<file path="src/rtl/dmem_bus_ctrl.sv">
// rtl/dmem_bus_ctrl.sv - data-side bus controller: valid/ready requests decoded to RAM, MMIO page or error
// One request in flight; RAM reads wait RAM_LAT cycles before the single response pulse.
module dmem_bus_ctrl #(
    parameter int          RAM_AW    = 10,
    parameter int          RAM_LAT   = 1,
    parameter logic [31:0] MMIO_BASE = 32'h1000_0000,
    parameter int          GPIO_N    = 8
) (
    input  logic              sys_clk,
    input  logic              sys_rst_n,
    input  logic              req_valid,
    output logic              req_ready,
    input  logic [31:0]       req_addr,
    input  logic [3:0]        req_be,
    input  logic [31:0]       req_wdata,
    output logic              resp_valid,
    output logic [31:0]       resp_rdata,
    output logic              resp_err,
    output logic              ram_en,
    output logic [3:0]        ram_we,
    output logic [RAM_AW-1:0] ram_addr,
    output logic [31:0]       ram_wdata,
    input  logic [31:0]       ram_rdata,
    output logic [GPIO_N-1:0] gpio_out,
    input  logic [GPIO_N-1:0] gpio_in,
    output logic              timer_irq
);

    typedef enum logic [1:0] {S_IDLE, S_ISSUE, S_WAIT, S_RESP} state_t;

    state_t             state_q;
    logic               req_ready_q;
    logic               resp_valid_q;
    logic [31:0]        resp_rdata_q;
    logic               resp_err_q;
    logic               ram_en_q;
    logic [3:0]         ram_we_q;
    logic [RAM_AW-1:0]  ram_addr_q;
    logic [31:0]        ram_wdata_q;
    logic [3:0]         be_q;
    logic [2:0]         wait_q;
    logic [GPIO_N-1:0]  gpio_out_q, gpio_out_d;
    logic [GPIO_N-1:0]  gpio_sync1_q, gpio_sync2_q;
    logic [31:0]        tmr_cnt_q, tmr_cnt_d;
    logic [31:0]        tmr_cmp_q, tmr_cmp_d;
    logic               tmr_en_q, tmr_en_d;
    logic               tmr_pend_q, tmr_pend_d;

    logic               accept;
    logic               is_ram;
    logic               is_mmio;
    logic               off_ok;
    logic               mmio_wr;
    logic [11:0]        off;
    logic [31:0]        mmio_rdata;
    logic [31:0]        gpio_out_ext;
    logic [31:0]        gpio_in_ext;

    function automatic logic [31:0] be_merge(input logic [31:0] old_w, input logic [31:0] new_w,
                                             input logic [3:0] be);
        logic [31:0] r;
        r = old_w;
        for (int b = 0; b < 4; b++) begin
            if (be[b]) r[8*b +: 8] = new_w[8*b +: 8];
        end
        return r;
    endfunction

    always_comb begin
        accept       = req_valid && req_ready_q;
        is_ram       = (req_addr >> (RAM_AW + 2)) == 32'd0;
        is_mmio      = req_addr[31:12] == MMIO_BASE[31:12];
        off          = {req_addr[11:2], 2'b00};
        gpio_out_ext = '0;
        gpio_out_ext[GPIO_N-1:0] = gpio_out_q;
        gpio_in_ext  = '0;
        gpio_in_ext[GPIO_N-1:0]  = gpio_sync2_q;

        off_ok     = 1'b1;
        mmio_rdata = '0;
        case (off)
            12'h000: mmio_rdata = gpio_out_ext;
            12'h004: mmio_rdata = gpio_in_ext;
            12'h008: mmio_rdata = tmr_cnt_q;
            12'h00C: mmio_rdata = tmr_cmp_q;
            12'h010: mmio_rdata = {30'd0, tmr_pend_q, tmr_en_q};
            default: off_ok = 1'b0;
        endcase

        // MMIO writes land on the accept edge so the effect is visible in the RESP cycle
        mmio_wr    = accept && !is_ram && is_mmio && off_ok && (req_be != 4'b0000);
        gpio_out_d = gpio_out_q;
        tmr_cnt_d  = tmr_en_q ? tmr_cnt_q + 32'd1 : tmr_cnt_q;
        tmr_cmp_d  = tmr_cmp_q;
        tmr_en_d   = tmr_en_q;
        tmr_pend_d = tmr_pend_q;
        if (mmio_wr) begin
            case (off)
                12'h000: begin
                    for (int i = 0; i < GPIO_N; i++) begin
                        if (req_be[i/8]) gpio_out_d[i] = req_wdata[i];
                    end
                end
                12'h008: tmr_cnt_d = be_merge(tmr_cnt_q, req_wdata, req_be);
                12'h00C: tmr_cmp_d = be_merge(tmr_cmp_q, req_wdata, req_be);
                12'h010: begin
                    if (req_be[0]) begin
                        tmr_en_d = req_wdata[0];
                        if (req_wdata[1]) tmr_pend_d = 1'b0;
                    end
                end
                default: ;
            endcase
        end
        if (tmr_en_q && tmr_cnt_q == tmr_cmp_q) tmr_pend_d = 1'b1;
    end

    always_ff @(posedge sys_clk or negedge sys_rst_n) begin
        if (!sys_rst_n) begin
            state_q      <= S_IDLE;
            req_ready_q  <= 1'b0;
            resp_valid_q <= 1'b0;
            resp_rdata_q <= '0;
            resp_err_q   <= 1'b0;
            ram_en_q     <= 1'b0;
            ram_we_q     <= '0;
            ram_addr_q   <= '0;
            ram_wdata_q  <= '0;
            be_q         <= '0;
            wait_q       <= '0;
            gpio_out_q   <= '0;
            gpio_sync1_q <= '0;
            gpio_sync2_q <= '0;
            tmr_cnt_q    <= '0;
            tmr_cmp_q    <= '0;
            tmr_en_q     <= 1'b0;
            tmr_pend_q   <= 1'b0;
        end else begin
            gpio_out_q   <= gpio_out_d;
            gpio_sync1_q <= gpio_in;
            gpio_sync2_q <= gpio_sync1_q;
            tmr_cnt_q    <= tmr_cnt_d;
            tmr_cmp_q    <= tmr_cmp_d;
            tmr_en_q     <= tmr_en_d;
            tmr_pend_q   <= tmr_pend_d;
            resp_valid_q <= 1'b0;
            ram_en_q     <= 1'b0;
            ram_we_q     <= '0;
            case (state_q)
                S_IDLE: begin
                    if (accept) begin
                        req_ready_q <= 1'b0;
                        be_q        <= req_be;
                        ram_addr_q  <= req_addr[RAM_AW+1:2];
                        ram_wdata_q <= req_wdata;
                        if (is_ram) begin
                            state_q  <= S_ISSUE;
                            ram_en_q <= 1'b1;
                            ram_we_q <= req_be;
                        end else begin
                            state_q      <= S_RESP;
                            resp_valid_q <= 1'b1;
                            resp_err_q   <= !(is_mmio && off_ok);
                            resp_rdata_q <= (is_mmio && off_ok && req_be == 4'b0000) ? mmio_rdata : 32'd0;
                        end
                    end else begin
                        req_ready_q <= 1'b1;
                    end
                end
                S_ISSUE: begin
                    if (be_q != 4'b0000) begin
                        state_q      <= S_RESP;
                        resp_valid_q <= 1'b1;
                        resp_err_q   <= 1'b0;
                        resp_rdata_q <= '0;
                    end else begin
                        state_q <= S_WAIT;
                        wait_q  <= 3'(RAM_LAT - 1);
                    end
                end
                S_WAIT: begin
                    if (wait_q == 3'd0) begin
                        state_q      <= S_RESP;
                        resp_valid_q <= 1'b1;
                        resp_err_q   <= 1'b0;
                        resp_rdata_q <= ram_rdata;
                    end else begin
                        wait_q <= wait_q - 3'd1;
                    end
                end
                default: begin
                    state_q      <= S_IDLE;
                    req_ready_q  <= 1'b1;
                    resp_err_q   <= 1'b0;
                    resp_rdata_q <= '0;
                end
            endcase
        end
    end

    assign req_ready  = req_ready_q;
    assign resp_valid = resp_valid_q;
    assign resp_rdata = resp_rdata_q;
    assign resp_err   = resp_err_q;
    assign ram_en     = ram_en_q;
    assign ram_we     = ram_we_q;
    assign ram_addr   = ram_addr_q;
    assign ram_wdata  = ram_wdata_q;
    assign gpio_out   = gpio_out_q;
    assign timer_irq  = tmr_pend_q;

endmodule

</file>
<file path="config.mk">
export PLATFORM = sky130hd
export DESIGN_NAME = dmem_bus_ctrl
export DESIGN_NICKNAME = d
export VERILOG_FILES = /design/src/rtl/dmem_bus_ctrl.sv
export SDC_FILE = /design/constraint.sdc
export NUM_CORES = 1
export LEC_CHECK = 0
export BUFFER_PORTS_ARGS = -buffer_cell sky130_fd_sc_hd__buf_2
export CAP_MARGIN = 30
export CORE_AREA = 2 2 124 126
export CTS_BUF_LIST = sky130_fd_sc_hd__clkbuf_4 sky130_fd_sc_hd__clkbuf_8
export DETAILED_ROUTE_END_ITERATION = 16
export DIE_AREA = 0 0 126 128
export PLACE_DENSITY = 0.89
export SLEW_MARGIN = 0
export SYNTH_ARGS = -nofsm -noshare
export SYNTH_HDL_FRONTEND = slang
export SYNTH_SLANG_ARGS = --single-unit
</file>
<file path="constraint.sdc">
create_clock -name sys_clk -period 6.6 [get_ports sys_clk]
set_input_delay 0.66 -clock sys_clk [delete_from_list [all_inputs] [get_ports sys_clk]]
set_output_delay 0.66 -clock sys_clk [all_outputs]
set_load 0.005 [all_outputs]
</file>
**After elaboration in Yosys (flattened, before gate mapping)**

Index checks and enable logic that the tools add are counted.

- Memories kept: 0
- Latch bits: 0
- Memory bits (read-only): 0
- Memory bits (writable): 0
- Input port bits: 111
- Flip-flop bits (word level): 181
- Word-level logic and storage cells: 125

- Multiplexer cells: 46
- Bitwise logic cells: 0
- $lt $le $gt $ge: 0
- Reductions and logical operators: 35
- $mul: 0
- Shifts and indexed selects: 0
- $add $sub $neg: 2
- Div/mod/pow operators: 0
- Equal/unequal tests: 18

Operators with widths:

| cell | count |
|---|---|
| two-way mux 32 bit | 8 |
| one-hot mux 32 bit (5 select lines) | 1 |
| one-hot mux 32 bit (3 select lines) | 1 |
| adder 32 x 1 -> 32 bit, second input constant | 1 |
| == test 32 bit | 1 |
| logical NOT 32 bit | 1 |
| two-way mux 8 bit | 4 |
| AND reduction 3 bit | 7 |
| == test 10 x 2 -> 1 bit, second input constant | 2 |
| == test 20 x 17 -> 1 bit, second input constant | 1 |
| two-way mux 1 bit | 19 |
| two-way mux 4 bit | 3 |
| inequality test 2 bit, second input constant | 6 |
| inequality test 3 bit, second input constant | 4 |
| == test 10 x 1 -> 1 bit, second input constant | 1 |
| == test 10 x 3 -> 1 bit, second input constant | 1 |
| logical NOT 10 bit | 1 |
| nonzero test 2 bit | 5 |
| logical AND 1 bit | 8 |
| AND reduction 4 bit | 2 |
| nonzero test 4 bit | 2 |
| two-way mux 2 bit | 3 |
| two-way mux 3 bit | 2 |
| one-hot mux 1 bit (3 select lines) | 2 |
| 13 further kinds | 15 |

**Logic depth before layout (Yosys ltp)**

Gate-level depths: netlist of run 1.

- Depth after elaboration: 9
- Depth in mapped cells: 10
- Gate-level depth less buffers: 8

**Least setup slack after synthesis of run 1**

OpenSTA, ideal clock, no wires.

- Path kind: input -> register
- Start point: input port req_addr[2]
- End point: register tmr_cnt_q[0]
- Slack: 4030 ps
- Stages: 8
- Data arrival time: 2447 ps
- Buffers on the path: 2
- Setup time: 123 ps
- Cell sequence: clkbuf_2 -> nor3b_4 -> or3b_1 -> or4_1 -> buf_2 -> nor2_4 -> nor2_1 -> o221a_2

- Longest elaborated chain between the ends: 6
- Elaborated cells between the ends (all ways): 12
- Those cells by class: eq/ne (5); mux (3); reduce/logical (4)

RTL lines:

| item | line | text |
|---|---|---|
| start, declared | 13 | `input logic [31:0] req_addr,` |
| == test 10 x 3 -> 1 bit, or another cell as far along | 81 | `case (off)` |
| OR reduction 5 bit (no line) | n/a |  |
| two-way mux 1 bit | 81 |  |
| logical AND 1 bit (2 in series) | 91 | `mmio_wr = accept && !is_ram && is_mmio && off_ok && (req_be != 4'b0000);` |
| inequality test 3 bit (no line) / two-way mux 32 bit (equally long branches) | n/a |  |
| end signal, assigned | 142 | `tmr_cnt_q <= tmr_cnt_d;` |
| end, declared | 44 | `logic [31:0] tmr_cnt_q, tmr_cnt_d;` |

Parallel ways exist; a longest one is shown, timed or not.
A chain may end at the register's enable or synchronous reset.

**Worst setup path in the final report of run 1**

- Start point: input port req_addr[3]
- End point: register tmr_cnt_q[5]

Same word-level chain as after synthesis.

==> results of run 1 <==
==> area by class of cell <==
cell class	instances	area (um2)
Clock buffer	25	313
Inverter	13	48.8
Tap cell	188	235
Sequential cell	181	4530
Multi-Input combinational cell	555	3940
Clock inverter	7	144
Timing Repair Buffer	210	1140
Fill cell	1095	4510
==> per-layer routing <==
metal / wire length [um] / share of wire
met5: 13 / 0.00058
met1: 9130 / 0.41
met4: 608 / 0.027
met2: 11000 / 0.49
met3: 1510 / 0.068
==> flip-flops by register name (all words and copies together) (netlist names), 2 cells and up <==
register,count
ram_addr,10
gpio_sync1_q,8
gpio_out,8
ram_we,4
gpio_sync2_q,8
tmr_cnt_q,32
state_q,2
wait_q,3
resp_rdata,32
tmr_cmp_q,32
ram_wdata,32
be_q,4
==> cell usage in the layout (no fill, tap or decap), types with 3 or more instances in the layout <==
cell and n:
and3_1 5, nor3b_1 3, inv_1 13, ha_1 7, mux2_2 87, nand3_1 15
xor2_1 4, and2_1 7, clkbuf_8 20, bufinv_16 4, nor2_1 76, nand2_1 43
a211oi_2 4, buf_2 198, mux4_2 6, nor2b_1 3, o21ai_0 32, a22o_1 25
o22ai_1 5, nor4_1 10, o221a_2 6, clkbuf_4 5, o31ai_1 4, buf_4 7
mux2i_1 7, xnor2_1 27, nor3_1 13, a22oi_1 31, nand4_1 30, or3_1 3
o32ai_1 5, nand2b_1 6, a21oi_1 65, dfrtp_1 181
==> power by group <==
group | switching, mW | total [mW] | leakage [nW] | internal [mW]
registers | 0.121 | 1.48 | 2.25 | 1.36
clock network | 0.379 | 0.843 | 0.228 | 0.465
logic | 0.479 | 0.953 | 2.38 | 0.473
total | 0.979 | 3.28 | 4.86 | 2.30
==> kinds of logic after synthesis <==
group | count (synthesis) | synth area share
simple gates | 229 | 0.130
xor+xnor | 31 | 0.0311
compound gates | 188 | 0.143
fa+ha+maj | 7 | 0.0100
buf+inv | 67 | 0.0318
mux | 100 | 0.136
flops | 181 | 0.518
==> per-stage QoR <==
stage / instance area, um2 / instances / util / total power [mW]
3_3_place_gp: 9810 / 1143 / 0.660 / 2.39
5_1_grt: 10400 / 1179 / 0.697 / 3.46
4_1_cts: 10300 / 1178 / 0.695 / 3.30
3_5_place_dp: 9870 / 1146 / 0.664 / 2.45
6_report: 10400 / 1179 / 0.697 / 3.28
2_1_floorplan: 8740 / 803 / - / 2.04
==> critical path: stages <==
cell	delay, ps
buf_2	330
nor3b_4	250
buf_4	350
or3b_1	410
or4_1	400
buf_4	270
nor2_4	230
a21oi_1	80
o221a_2	260
==> worst max path at each step <==
stage / startpoint / endpoint / slack (ps) / depth (start not counted)
finish: req_addr[3] / tmr_cnt_q[5] / 3700 / 9
global route: req_addr[3] / tmr_cnt_q[5] / 3630 / 9
CTS: req_addr[3] / tmr_cnt_q[5] / 3780 / 9
detailed placement: req_addr[3] / tmr_cnt_q[5] / 3270 / 9
global placement: req_addr[3] / tmr_cnt_q[6] / 3320 / 9
floorplan: req_addr[2] / tmr_cnt_q[0] / 4030 / 8
==> results_tabular.tex, run 1 <==
\begin{tabular}{lr}
\hline
Metric & Value \\
\hline
\multicolumn{2}{l}{\textbf{Detailed routing}} \\
\quad DRC errors left & 0 \\
\quad First DRT Iteration DRCs & 550 \\
\quad Via density & 6.15 \\
\quad WL final & 22.2 mm \\
\quad Number of iterations in the first detailed-routing pass & 6 \\
\quad Vias after detailed routing & 7250 \\
\quad Average wire per standard cell & 18.9 um \\
\quad Final ANT Viol Nets & 0 \\
\multicolumn{2}{l}{\textbf{Finish}} \\
\quad Final \#Nets & 1096 \\
\quad Share of cells above drive strength 1 & 0.357 \\
\quad ANT cells & 0 \\
\quad Relative area change from synthesis to final layout & 18.5\% \\
\multicolumn{2}{l}{\textbf{Clocking}} \\
\quad Number of buffers created by CTS & 17 \\
\quad Sink count of the clock tree & 181 \\
\quad Clock transition time at the flip-flop clock pins of the worst setup and hold paths & 80 ps \\
\quad Clk\_lat worst skew & 470 ps \\
\quad Setup repair bufs after CTS & 0 \\
\quad TritonCTS clock tree & done \\
\quad Number of gates resized after cts & 0 \\
\quad Hold-fix buffer count after cts & 0 \\
\quad CTS H-tree depth & 4 \\
\quad Cell at the root of the clock tree & clkbuf\_8 \\
\quad Maximum root-to-sink buffer count & 2 \\
\multicolumn{2}{l}{\textbf{Timing}} \\
\quad Worst clock skew & 12.4 ps \\
\quad Remaining max-slew budget at the tightest pin & 0.392 \\
\quad Shortest clock period the worst path allows after layout & 2900 ps \\
\quad Final-report hold violation count & 0 \\
\quad Number of setup violations in the final report & 0 \\
\quad Setup repair after global routing missed its margin & false \\
\quad Slack of the critical path & 3700 ps \\
\quad Worst hold slack across all endpoints & 237 ps \\
\quad Summed negative setup slack over all endpoints & 0 ps \\
\quad Transition time of the tightest slew-check pin & 912 ps \\
\quad Max Clk Rate & 345 MHz \\
\quad Fraction of the cycle the final worst path needs & 0.439 \\
\quad Total count of max-transition violations in the final report & 0 \\
\multicolumn{2}{l}{\textbf{Placement}} \\
\quad Worst setup slack before clock tree synthesis & 3270 ps \\
\quad Weighted congestion at the end of routability-driven global placement & 0.913 \\
\quad \# port buffers & 199 \\
\quad Detailed Place HPWL & 15.6 mm \\
\multicolumn{2}{l}{\textbf{GRT}} \\
\quad Overall Global Routing Usage & 0.281 \\
\quad First-pass GRT wire length & 35.8 mm \\
\quad Maximum number of pins on one net before global-route repair & 101 \\
\quad GRT overflow & 0 \\
\quad Met3 track utilization from global routing & 0.0580 \\
\quad Via count of the first global-routing pass & 7131 \\
\quad Initial antenna violation count & 1 \\
\quad Met1 Use GR & 0.360 \\
\quad Routing usage on met2 & 0.469 \\
\quad Global-route layer with the greatest usage & met2 \\
\multicolumn{2}{l}{\textbf{Logic synthesis}} \\
\quad Biggest area consumer among synthesized cells & dfrtp\_1 \\
\quad Portion of the post-synthesis area used by sequential elements & 0.518 \\
\quad Synth Net Count & 921 \\
\quad Cells taking the most area after synthesis & dfrtp\_1 (52\%), mux2\_2 (11\%), a21oi\_1 (3.7\%) \\
\quad Yosys top cell area share & 0.518 \\
\quad Leading cell types by count after synthesis & dfrtp\_1 (181), mux2\_2 (87), nor2\_1 (76) \\
\quad Ys async rst share & 1.00 \\
\quad Average cell area after synthesis & 10.9 um2 \\
\quad Flip-flop and latch count after synthesis & 181 \\
\quad Most instantiated library cell after synthesis & dfrtp\_1 \\
\quad Most used DFF post-synth & dfrtp\_1 \\
\quad Cell area after technology mapping & 8740 um2 \\
\quad Number of warnings reported in the yosys synthesis log & 0 \\
\quad Unique masters post-synth & 55 \\
\quad Post-Syn Instances & 803 \\
\quad Count of flip-flops with a built-in enable after synthesis & 0 \\
\multicolumn{2}{l}{\textbf{Pwr}} \\
\quad Power density cells & 316 nW/um2 \\
\quad Leak Pwr & 4.86 nW \\
\quad Worst VDD drop & 0.158 mV \\
\multicolumn{2}{l}{\textbf{Setup path}} \\
\quad Worst Path Arrival & 3260 ps \\
\quad Reg-to-Reg End & tmr\_cnt\_q[28] \\
\quad Req. time, crit path & 6960 ps \\
\quad Startpoint of the worst register-to-register path & tmr\_cnt\_q[3] \\
\quad Slack of the worst reg-to-reg path & 4040 ps \\
\quad Category of the most critical setup path & input port to register \\
\quad Worst reg2reg path depth & 6 \\
\quad Endpoint class of the critical path & register \\
\quad Type of element launching the critical path & input port \\
\quad Biggest fanout along the worst timing path & 36 \\
\multicolumn{2}{l}{\textbf{Die}} \\
\quad Std-Cell Rows & 45 \\
\quad Io pins & 202 \\
\quad Core ar. & 14900 um2 \\
\quad Initial Util & 0.588 \\
\quad Die extent in y & 128 um \\
\quad Width of the die & 126 um \\
\quad Die footprint & 16100 um2 \\
\multicolumn{2}{l}{\textbf{Flow run}} \\
\quad Maxcap violations & 0 \\
\multicolumn{2}{l}{\textbf{Run status}} \\
\quad Status & completed \\
\multicolumn{2}{l}{\textbf{Worst hold path}} \\
\quad Hold Crit Class & input port to asynchronous set/reset pin \\
\hline
\end{tabular}
Note: power is estimated with default switching activity, not from simulation.
==> run 2: changes to the inputs <==
Settings changed: CORE_AREA 2 2 124 126 to 2 2 128 130, DIE_AREA 0 0 126 128 to 0 0 130 132, PLACE_DENSITY 0.89 to 0.84.
Clock period 6.6 ns to 3.04 ns, I/O delays scaled along.
==> run 2 against run 1 <==
Critical path depth did not move. Worst hold slack got worse by 160 ps. Sequential power rose by 120%. Clock skew fell by 2.9 ps. Sequential share of layout area fell by 0.49 points. Clock-buffer cell count fell by 4. Non-clock buffer count rose by 16. Die area rose by 6.4%. Utilization fell by 3.0 points. Worst setup slack got worse by 3300 ps. Via count barely moved.
==> results_tabular.tex, run 2 (same netlist as run 1, synthesis figures left out) <==
\begin{tabular}{lr}
\hline
Metric & Value \\
\hline
\multicolumn{2}{l}{\textbf{Run status}} \\
\quad Status & completed \\
\multicolumn{2}{l}{\textbf{Placement}} \\
\quad Cell count after placement & 1182 (+3.1\%) \\
\quad \# port buffers & 199 (unchanged) \\
\quad Detailed Place HPWL & 16.0 mm (+2.2\%) \\
\quad Weighted congestion at the end of routability-driven global placement & 0.913 (about the same) \\
\multicolumn{2}{l}{\textbf{Timing}} \\
\quad Worst clock skew & 9.52 ps (-2.89 ps) \\
\quad Shortest clock period the worst path allows after layout & 2660 ps \\
\quad Max Clk Rate & 376 MHz \\
\quad Remaining max-slew budget at the tightest pin & 0.520 (+0.128) \\
\quad Summed negative setup slack over all endpoints & 0 ps (unchanged) \\
\quad Fraction of the cycle the final worst path needs & 0.874 \\
\quad Number of setup violations in the final report & 0 (unchanged) \\
\quad Total count of max-transition violations in the final report & 0 (unchanged) \\
\quad Final-report hold violation count & 0 (unchanged) \\
\quad Transition time of the tightest slew-check pin & 714 ps (-198 ps) \\
\quad Setup repair after global routing missed its margin & false \\
\multicolumn{2}{l}{\textbf{Finish}} \\
\quad Share of the core filled with cells & 0.667 (-0.0302) \\
\quad Number of non-filler instances in the completed layout & 1222 (+3.6\%) \\
\quad Area used by sequential logic in the layout & 4530 um2 (unchanged) \\
\quad ANT cells & 0 (unchanged) \\
\quad Share of cells above drive strength 1 & 0.358 (+0.000638) \\
\quad Most common library cell in the layout ignoring fill and taps & buf\_2 \\
\quad Final \#Nets & 1112 (+1.5\%) \\
\quad Area of the multi-input gates & 3940 um2 (unchanged) \\
\quad Filler Cell Count & 1198 (+9.4\%) \\
\quad Commonest non-fill, non-tap cells in the layout & buf\_2 (198), dfrtp\_1 (181), mux2\_2 (87) \\
\quad Relative area change from synthesis to final layout & 19.9\% \\
\multicolumn{2}{l}{\textbf{GRT}} \\
\quad Via count of the first global-routing pass & 7057 (-1.0\%) \\
\quad First-pass GRT wire length & 36.1 mm (+0.70\%) \\
\quad Global-route layer with the greatest usage & met2 \\
\quad Met1 Use GR & 0.361 (+0.00144) \\
\quad Overall Global Routing Usage & 0.270 (-0.0110) \\
\quad Routing usage on met2 & 0.433 (-0.0362) \\
\quad Maximum number of pins on one net before global-route repair & 68 (-33\%) \\
\quad Met3 track utilization from global routing & 0.0617 (+0.00367) \\
\quad Initial antenna violation count & 1 (unchanged) \\
\quad GRT overflow & 0 (unchanged) \\
\multicolumn{2}{l}{\textbf{Worst hold path}} \\
\quad Startpoint of the most critical hold path & req\_addr[10] \\
\quad Hold Crit Class & input port to register \\
\multicolumn{2}{l}{\textbf{Pwr}} \\
\quad Comb pwr share & 0.297 (+0.006) \\
\quad Psw & 2.16 mW (+120\%) \\
\quad Clock share of power & 0.248 (-0.009) \\
\quad Proportion of total power due to net switching & 0.308 (+0.00870) \\
\quad Fraction of power consumed by sequential logic & 0.456 (+0.004) \\
\quad Internal power summed over all cells & 4.87 mW (+110\%) \\
\quad Leak Pwr & 4.90 nW (+0.72\%) \\
\quad Worst VDD drop & 0.560 mV (+250\%) \\
\quad Power density cells & 672 nW/um2 (+110\%) \\
\multicolumn{2}{l}{\textbf{Setup path}} \\
\quad Cell with the largest stage delay on the worst path & o21a\_2 \\
\quad Req. time, crit path & 3430 ps (-3530 ps) \\
\quad Startpoint of the most critical setup path & wait\_q[1] \\
\quad Number of buffer and inverter stages on the critical path & 2 (-1) \\
\quad Worst Path Arrival & 3050 ps (-210 ps) \\
\quad Type of element launching the critical path & register \\
\quad Kind of cell adding the most delay to the critical path & compound AO/OA/AOI/OAI gates \\
\quad Most used cell, CP & a21oi\_1 \\
\quad Startpoint of the worst register-to-register path & wait\_q[1] \\
\quad Biggest fanout along the worst timing path & 24 (-33\%) \\
\quad Endpoint class of the critical path & register \\
\quad Largest stage delay, worst path & 620 ps (+210 ps) \\
\quad Category of the most critical setup path & register to register \\
\quad Cell Chain, Critical Path & inv\_1, ha\_1, nand2b\_1, a22o\_1, a21oi\_1, o21a\_2, buf\_4, nor2\_1, a21oi\_1 \\
\multicolumn{2}{l}{\textbf{Clocking}} \\
\quad Sink count of the clock tree & 181 (unchanged) \\
\quad Number of gates resized after cts & 0 (unchanged) \\
\quad Cell at the root of the clock tree & clkbuf\_8 \\
\quad Maximum root-to-sink buffer count & 2 (unchanged) \\
\quad Clk\_lat worst skew & 470 ps (about the same) \\
\quad Number of buffers created by CTS & 17 (unchanged) \\
\quad Setup repair bufs after CTS & 0 (unchanged) \\
\quad Clock transition time at the flip-flop clock pins of the worst setup and hold paths & 90 ps (about the same) \\
\quad TritonCTS clock tree & done \\
\quad CTS H-tree depth & 4 (unchanged) \\
\multicolumn{2}{l}{\textbf{Detailed routing}} \\
\quad Average wire per standard cell & 18.4 um (-2.2\%) \\
\quad First DRT Iteration DRCs & 531 (-3.5\%) \\
\quad WL final & 22.5 mm (+1.3\%) \\
\quad DRC errors left & 0 (unchanged) \\
\quad Final ANT Viol Nets & 0 (unchanged) \\
\quad Via density & 5.94 (-3.5\%) \\
\quad Vias after detailed routing & 7253 (+0.041\%) \\
\quad Number of iterations in the first detailed-routing pass & 6 (unchanged) \\
\multicolumn{2}{l}{\textbf{Die}} \\
\quad Std-Cell Rows & 46 (+2.2\%) \\
\quad Io pins & 202 (unchanged) \\
\quad Die footprint & 17200 um2 (+6.4\%) \\
\quad Initial Util & 0.556 (-0.0317) \\
\quad Core ar. & 15700 um2 (+5.7\%) \\
\quad Width of the die & 130 um (+3.2\%) \\
\quad Die extent in y & 132 um (+3.1\%) \\
\multicolumn{2}{l}{\textbf{Flow run}} \\
\quad Maxcap violations & 0 (unchanged) \\
\hline
\end{tabular}
==> run 2: cell types whose count changed in the layout (fill, tap and decap cells not counted), sizes merged <==
cell         delta
clkinvlp        +1
dlygate4sd3     +9
inv             +1
buf             +7
bufinv          -1
clkbuf          -4
clkinv          +2
==> run 2: worst reg2reg max path: stages, from the launching register on <==
cell and delay, ps:
dfrtp_1 400, inv_1 110, ha_1 200, nand2b_1 130, a22o_1 260, a21oi_1 310, o21a_2 620, buf_4 340
nor2_1 70, a21oi_1 120
==> run 2: final cells by class <==
| cell class | count | area share |
|---|---|---|
| well taps | 216 | 0.0258 |
| clock buffers | 21 | 0.0270 |
| clock inverters | 10 | 0.0141 |
| inverters | 13 | 0.00466 |
| multi-input cells | 555 | 0.376 |
| flip-flops and latches | 181 | 0.432 |
| repair buffers | 226 | 0.120 |
==> run 2: power groups by stage <==
stage | sequential [mW] | clock (mW) | combinational (mW)
finish | 3.21 | 1.74 | 2.09
global route | 3.27 | 1.87 | 2.31
CTS | 3.21 | 1.77 | 2.10
detailed placement | 3.25 | 0 | 2.09
global placement | 3.22 | 0 | 2.02
floorplan | 3.29 | 0 | 1.13
==> run 2: metal layers <==
metal | vias up | part of all wire | wire length [um]
met4 | 2 | 0.022 | 497
met3 | 44 | 0.072 | 1630
met5 | - | 0.00031 | 7
li1 | 3315 | - | -
met1 | 3593 | 0.42 | 9360
met2 | 299 | 0.49 | 11000
==> run 2: final timing paths <==
path | end | slack (ps) | depth (start not counted)
max | resp_rdata[12] | 380 | 9
min | ram_addr[8] | 80 | 2
max reg2reg | resp_rdata[12] | 380 | 9
min reg2reg | gpio_sync2_q[4] | 340 | 0
max in group asynchronous | resp_rdata[25] | 1850 | 3
min in group asynchronous | ram_wdata[12] | 400 | 2
==> run 2: through the flow <==
stage	setup slack, ps	cell area (um2)	hold slack (ps)	total power, mW
CTS	398	10500	59.6	7.08
floorplan	826	8740	8.41	4.42
global route	162	10500	62.8	7.45
global placement	434	9950	333	5.24
finish	383	10500	80.8	7.03
detailed placement	424	9950	335	5.34
==> run 2: repair_timing <==
| item | CTS | global route |
|---|---|---|
| hold endpoints to repair | 71 | 0 |
| setup endpoints to repair | 0 | 0 |
| hold buffers | 9 | 0 |
==> run 3: changes to the inputs <==
==> constraint.sdc (replaced) <==
create_clock -name sys_clk -period 3.04 [get_ports sys_clk]
set_input_delay 0.456 -clock sys_clk [delete_from_list [all_inputs] [get_ports sys_clk]]
set_output_delay 0.456 -clock sys_clk [all_outputs]
set_load 0.005 [all_outputs]
==> run 3 against run 2 <==
Non-clock buffer count down 8. Routed wire length grew 1.1%. Global-route usage rose by 0.33 points. Clock power down 3%. Worst hold slack worse by 0.70 ps. Sequential power barely moved. First-iteration DRC count is 6.2% higher. Largest cell class unchanged. Largest power group unchanged.
==> results_tabular.tex, run 3 (same netlist as run 1, synthesis figures left out) <==
\begin{tabular}{lr}
\hline
Metric & Value \\
\hline
\multicolumn{2}{l}{\textbf{Die}} \\
\quad Width of the die & 130 um (unchanged) \\
\quad Die extent in y & 132 um (unchanged) \\
\quad Core ar. & 15700 um2 (unchanged) \\
\quad Die footprint & 17200 um2 (unchanged) \\
\quad Std-Cell Rows & 46 (unchanged) \\
\quad Initial Util & 0.556 (unchanged) \\
\quad Io pins & 202 (unchanged) \\
\multicolumn{2}{l}{\textbf{GRT}} \\
\quad GRT overflow & 0 (unchanged) \\
\quad Maximum number of pins on one net before global-route repair & 71 (+4.4\%) \\
\quad Overall Global Routing Usage & 0.273 (+0.00329) \\
\quad Initial antenna violation count & 1 (unchanged) \\
\quad Via count of the first global-routing pass & 7149 (+1.3\%) \\
\quad First-pass GRT wire length & 36.6 mm (+1.5\%) \\
\multicolumn{2}{l}{\textbf{Detailed routing}} \\
\quad DRT met1 WL & 9.46 mm (+1.0\%) \\
\quad Final ANT Viol Nets & 0 (unchanged) \\
\quad WL final & 22.8 mm (+1.1\%) \\
\quad DRC errors left & 0 (unchanged) \\
\quad Number of iterations in the first detailed-routing pass & 5 (-1) \\
\quad Vias after detailed routing & 7242 (-0.15\%) \\
\quad Via density & 5.96 (+0.42\%) \\
\quad Top Layer Used & met5 \\
\quad Met2 wirelength from detailed routing & 11.1 mm (+0.65\%) \\
\quad First DRT Iteration DRCs & 564 (+6.2\%) \\
\quad Routed wl met3 & 1.60 mm (-1.4\%) \\
\quad Average wire per standard cell & 18.7 um (+1.7\%) \\
\multicolumn{2}{l}{\textbf{Timing}} \\
\quad Summed negative setup slack over all endpoints & 0 ps (unchanged) \\
\quad Worst clock skew & 10.9 ps (+1.37 ps) \\
\quad Shortest clock period the worst path allows after layout & 2610 ps (-51.6 ps) \\
\quad Final-report hold violation count & 0 (unchanged) \\
\quad Number of setup violations in the final report & 0 (unchanged) \\
\quad Fraction of the cycle the final worst path needs & 0.857 (-0.0170) \\
\quad Total count of max-transition violations in the final report & 0 (unchanged) \\
\quad Max Clk Rate & 384 MHz (+2.0\%) \\
\quad Transition time of the tightest slew-check pin & 667 ps (-47.0 ps) \\
\quad Remaining max-slew budget at the tightest pin & 0.551 (+0.0316) \\
\quad Setup repair after global routing missed its margin & false \\
\multicolumn{2}{l}{\textbf{Setup path}} \\
\quad Category of the most critical setup path & register to register \\
\quad Endpoint class of the critical path & register \\
\quad Req. time, crit path & 3440 ps (about the same) \\
\quad Biggest fanout along the worst timing path & 40 (+67\%) \\
\quad Type of element launching the critical path & register \\
\quad Worst Path Arrival & 3010 ps (-40 ps) \\
\quad Slack of the worst reg-to-reg path & 430 ps (+50 ps) \\
\multicolumn{2}{l}{\textbf{Clocking}} \\
\quad CTS H-tree depth & 4 (unchanged) \\
\quad Number of buffers created by CTS & 17 (unchanged) \\
\quad Clock transition time at the flip-flop clock pins of the worst setup and hold paths & 100 ps (about the same) \\
\quad Maximum root-to-sink buffer count & 2 (unchanged) \\
\quad Setup repair bufs after CTS & 0 (unchanged) \\
\quad TritonCTS clock tree & done \\
\quad Sink count of the clock tree & 181 (unchanged) \\
\quad Cell at the root of the clock tree & clkbuf\_8 \\
\quad Clk\_lat worst skew & 480 ps (about the same) \\
\multicolumn{2}{l}{\textbf{Finish}} \\
\quad Most common library cell in the layout ignoring fill and taps & buf\_2 \\
\quad Area of the multi-input gates & 3940 um2 (unchanged) \\
\quad Final \#Nets & 1104 (-0.72\%) \\
\quad Filler Cell Count & 1216 (+1.5\%) \\
\quad Share of cells above drive strength 1 & 0.361 (+0.00351) \\
\quad ANT cells & 0 (unchanged) \\
\quad Relative area change from synthesis to final layout & 19.0\% \\
\quad Share of the core filled with cells & 0.662 (-0.00470) \\
\quad Area used by sequential logic in the layout & 4530 um2 (unchanged) \\
\quad Commonest non-fill, non-tap cells in the layout & buf\_2 (198), dfrtp\_1 (181), mux2\_2 (87) \\
\multicolumn{2}{l}{\textbf{Pwr}} \\
\quad Worst VDD drop & 0.428 mV (-24\%) \\
\quad Leak Pwr & 4.88 nW (-0.44\%) \\
\quad Sum of internal, switching and leakage power & 7.01 mW (-0.39\%) \\
\quad Power density cells & 674 nW/um2 (+0.32\%) \\
\multicolumn{2}{l}{\textbf{Placement}} \\
\quad Detailed Place HPWL & 16.1 mm (+0.49\%) \\
\quad \# port buffers & 199 (unchanged) \\
\quad Weighted congestion at the end of routability-driven global placement & 0.891 (-2.4\%) \\
\multicolumn{2}{l}{\textbf{Worst hold path}} \\
\quad Hold Crit Class & input port to register \\
\multicolumn{2}{l}{\textbf{Flow run}} \\
\quad Maxcap violations & 0 (unchanged) \\
\multicolumn{2}{l}{\textbf{Run status}} \\
\quad Status & completed \\
\hline
\end{tabular}
-- run 3: timing repair --
action,CTS,global route
resized for setup,0,0
endpoints found under the hold margin,2,0
hold buffers,1,0
-- run 3: worst paths after layout --
check | startpoint | endpoint | depth (start not counted)
max | state_q[0] | resp_rdata[17] | 8
min reg2reg | gpio_sync1_q[3] | gpio_sync2_q[3] | 0
min | gpio_in[7] | gpio_sync1_q[7] | 1
max in group asynchronous | sys_rst_n | ram_addr[4] | 3
max reg2reg | state_q[0] | resp_rdata[17] | 8
min in group asynchronous | sys_rst_n | ram_wdata[12] | 2
-- run 3: per-layer routing --
| metal | vias to the layer above | GRT usage |
|---|---|---|
| li1 | 3298 | - |
| met1 | 3573 | 0.362 |
| met2 | 321 | 0.439 |
| met3 | 48 | 0.0629 |
| met4 | 2 | 0.0998 |
| met5 | - | 0 |
-- run 3: cell type report --
type                    instances  share of cell area
multi-input cells             555               0.379
repair buffers                218               0.115
flip-flops and latches        181               0.436
well taps                     216              0.0260
inverters                      13             0.00469
clock buffers                  20              0.0259
clock inverters                12              0.0137
-- run 3: critical path, cell delays in order (launching register included) --
cell     delay, ps
dfrtp_1        410
inv_1           80
ha_1           310
a22o_1         310
a21oi_1        300
o21a_2         610
buf_12         280
nor2_1          90
a21oi_1        130
-- run 3: power breakdown --
group	internal (mW)	switching (mW)
Combinational	1.04	1.07
Clock	0.799	0.895
Sequential	2.95	0.262
Total	4.78	2.22
-- run 3: metrics by stage --
stage	setup WS [ps]	instance area (um2)	hold WS, ps	cells
after CTS	490	10400	57.4	1215
after global routing	250	10400	60.9	1215
after global placement	393	9980	333	1182
after floorplan	674	8740	160	803
after detailed placement	351	9980	336	1182
final	435	10400	80.1	1215
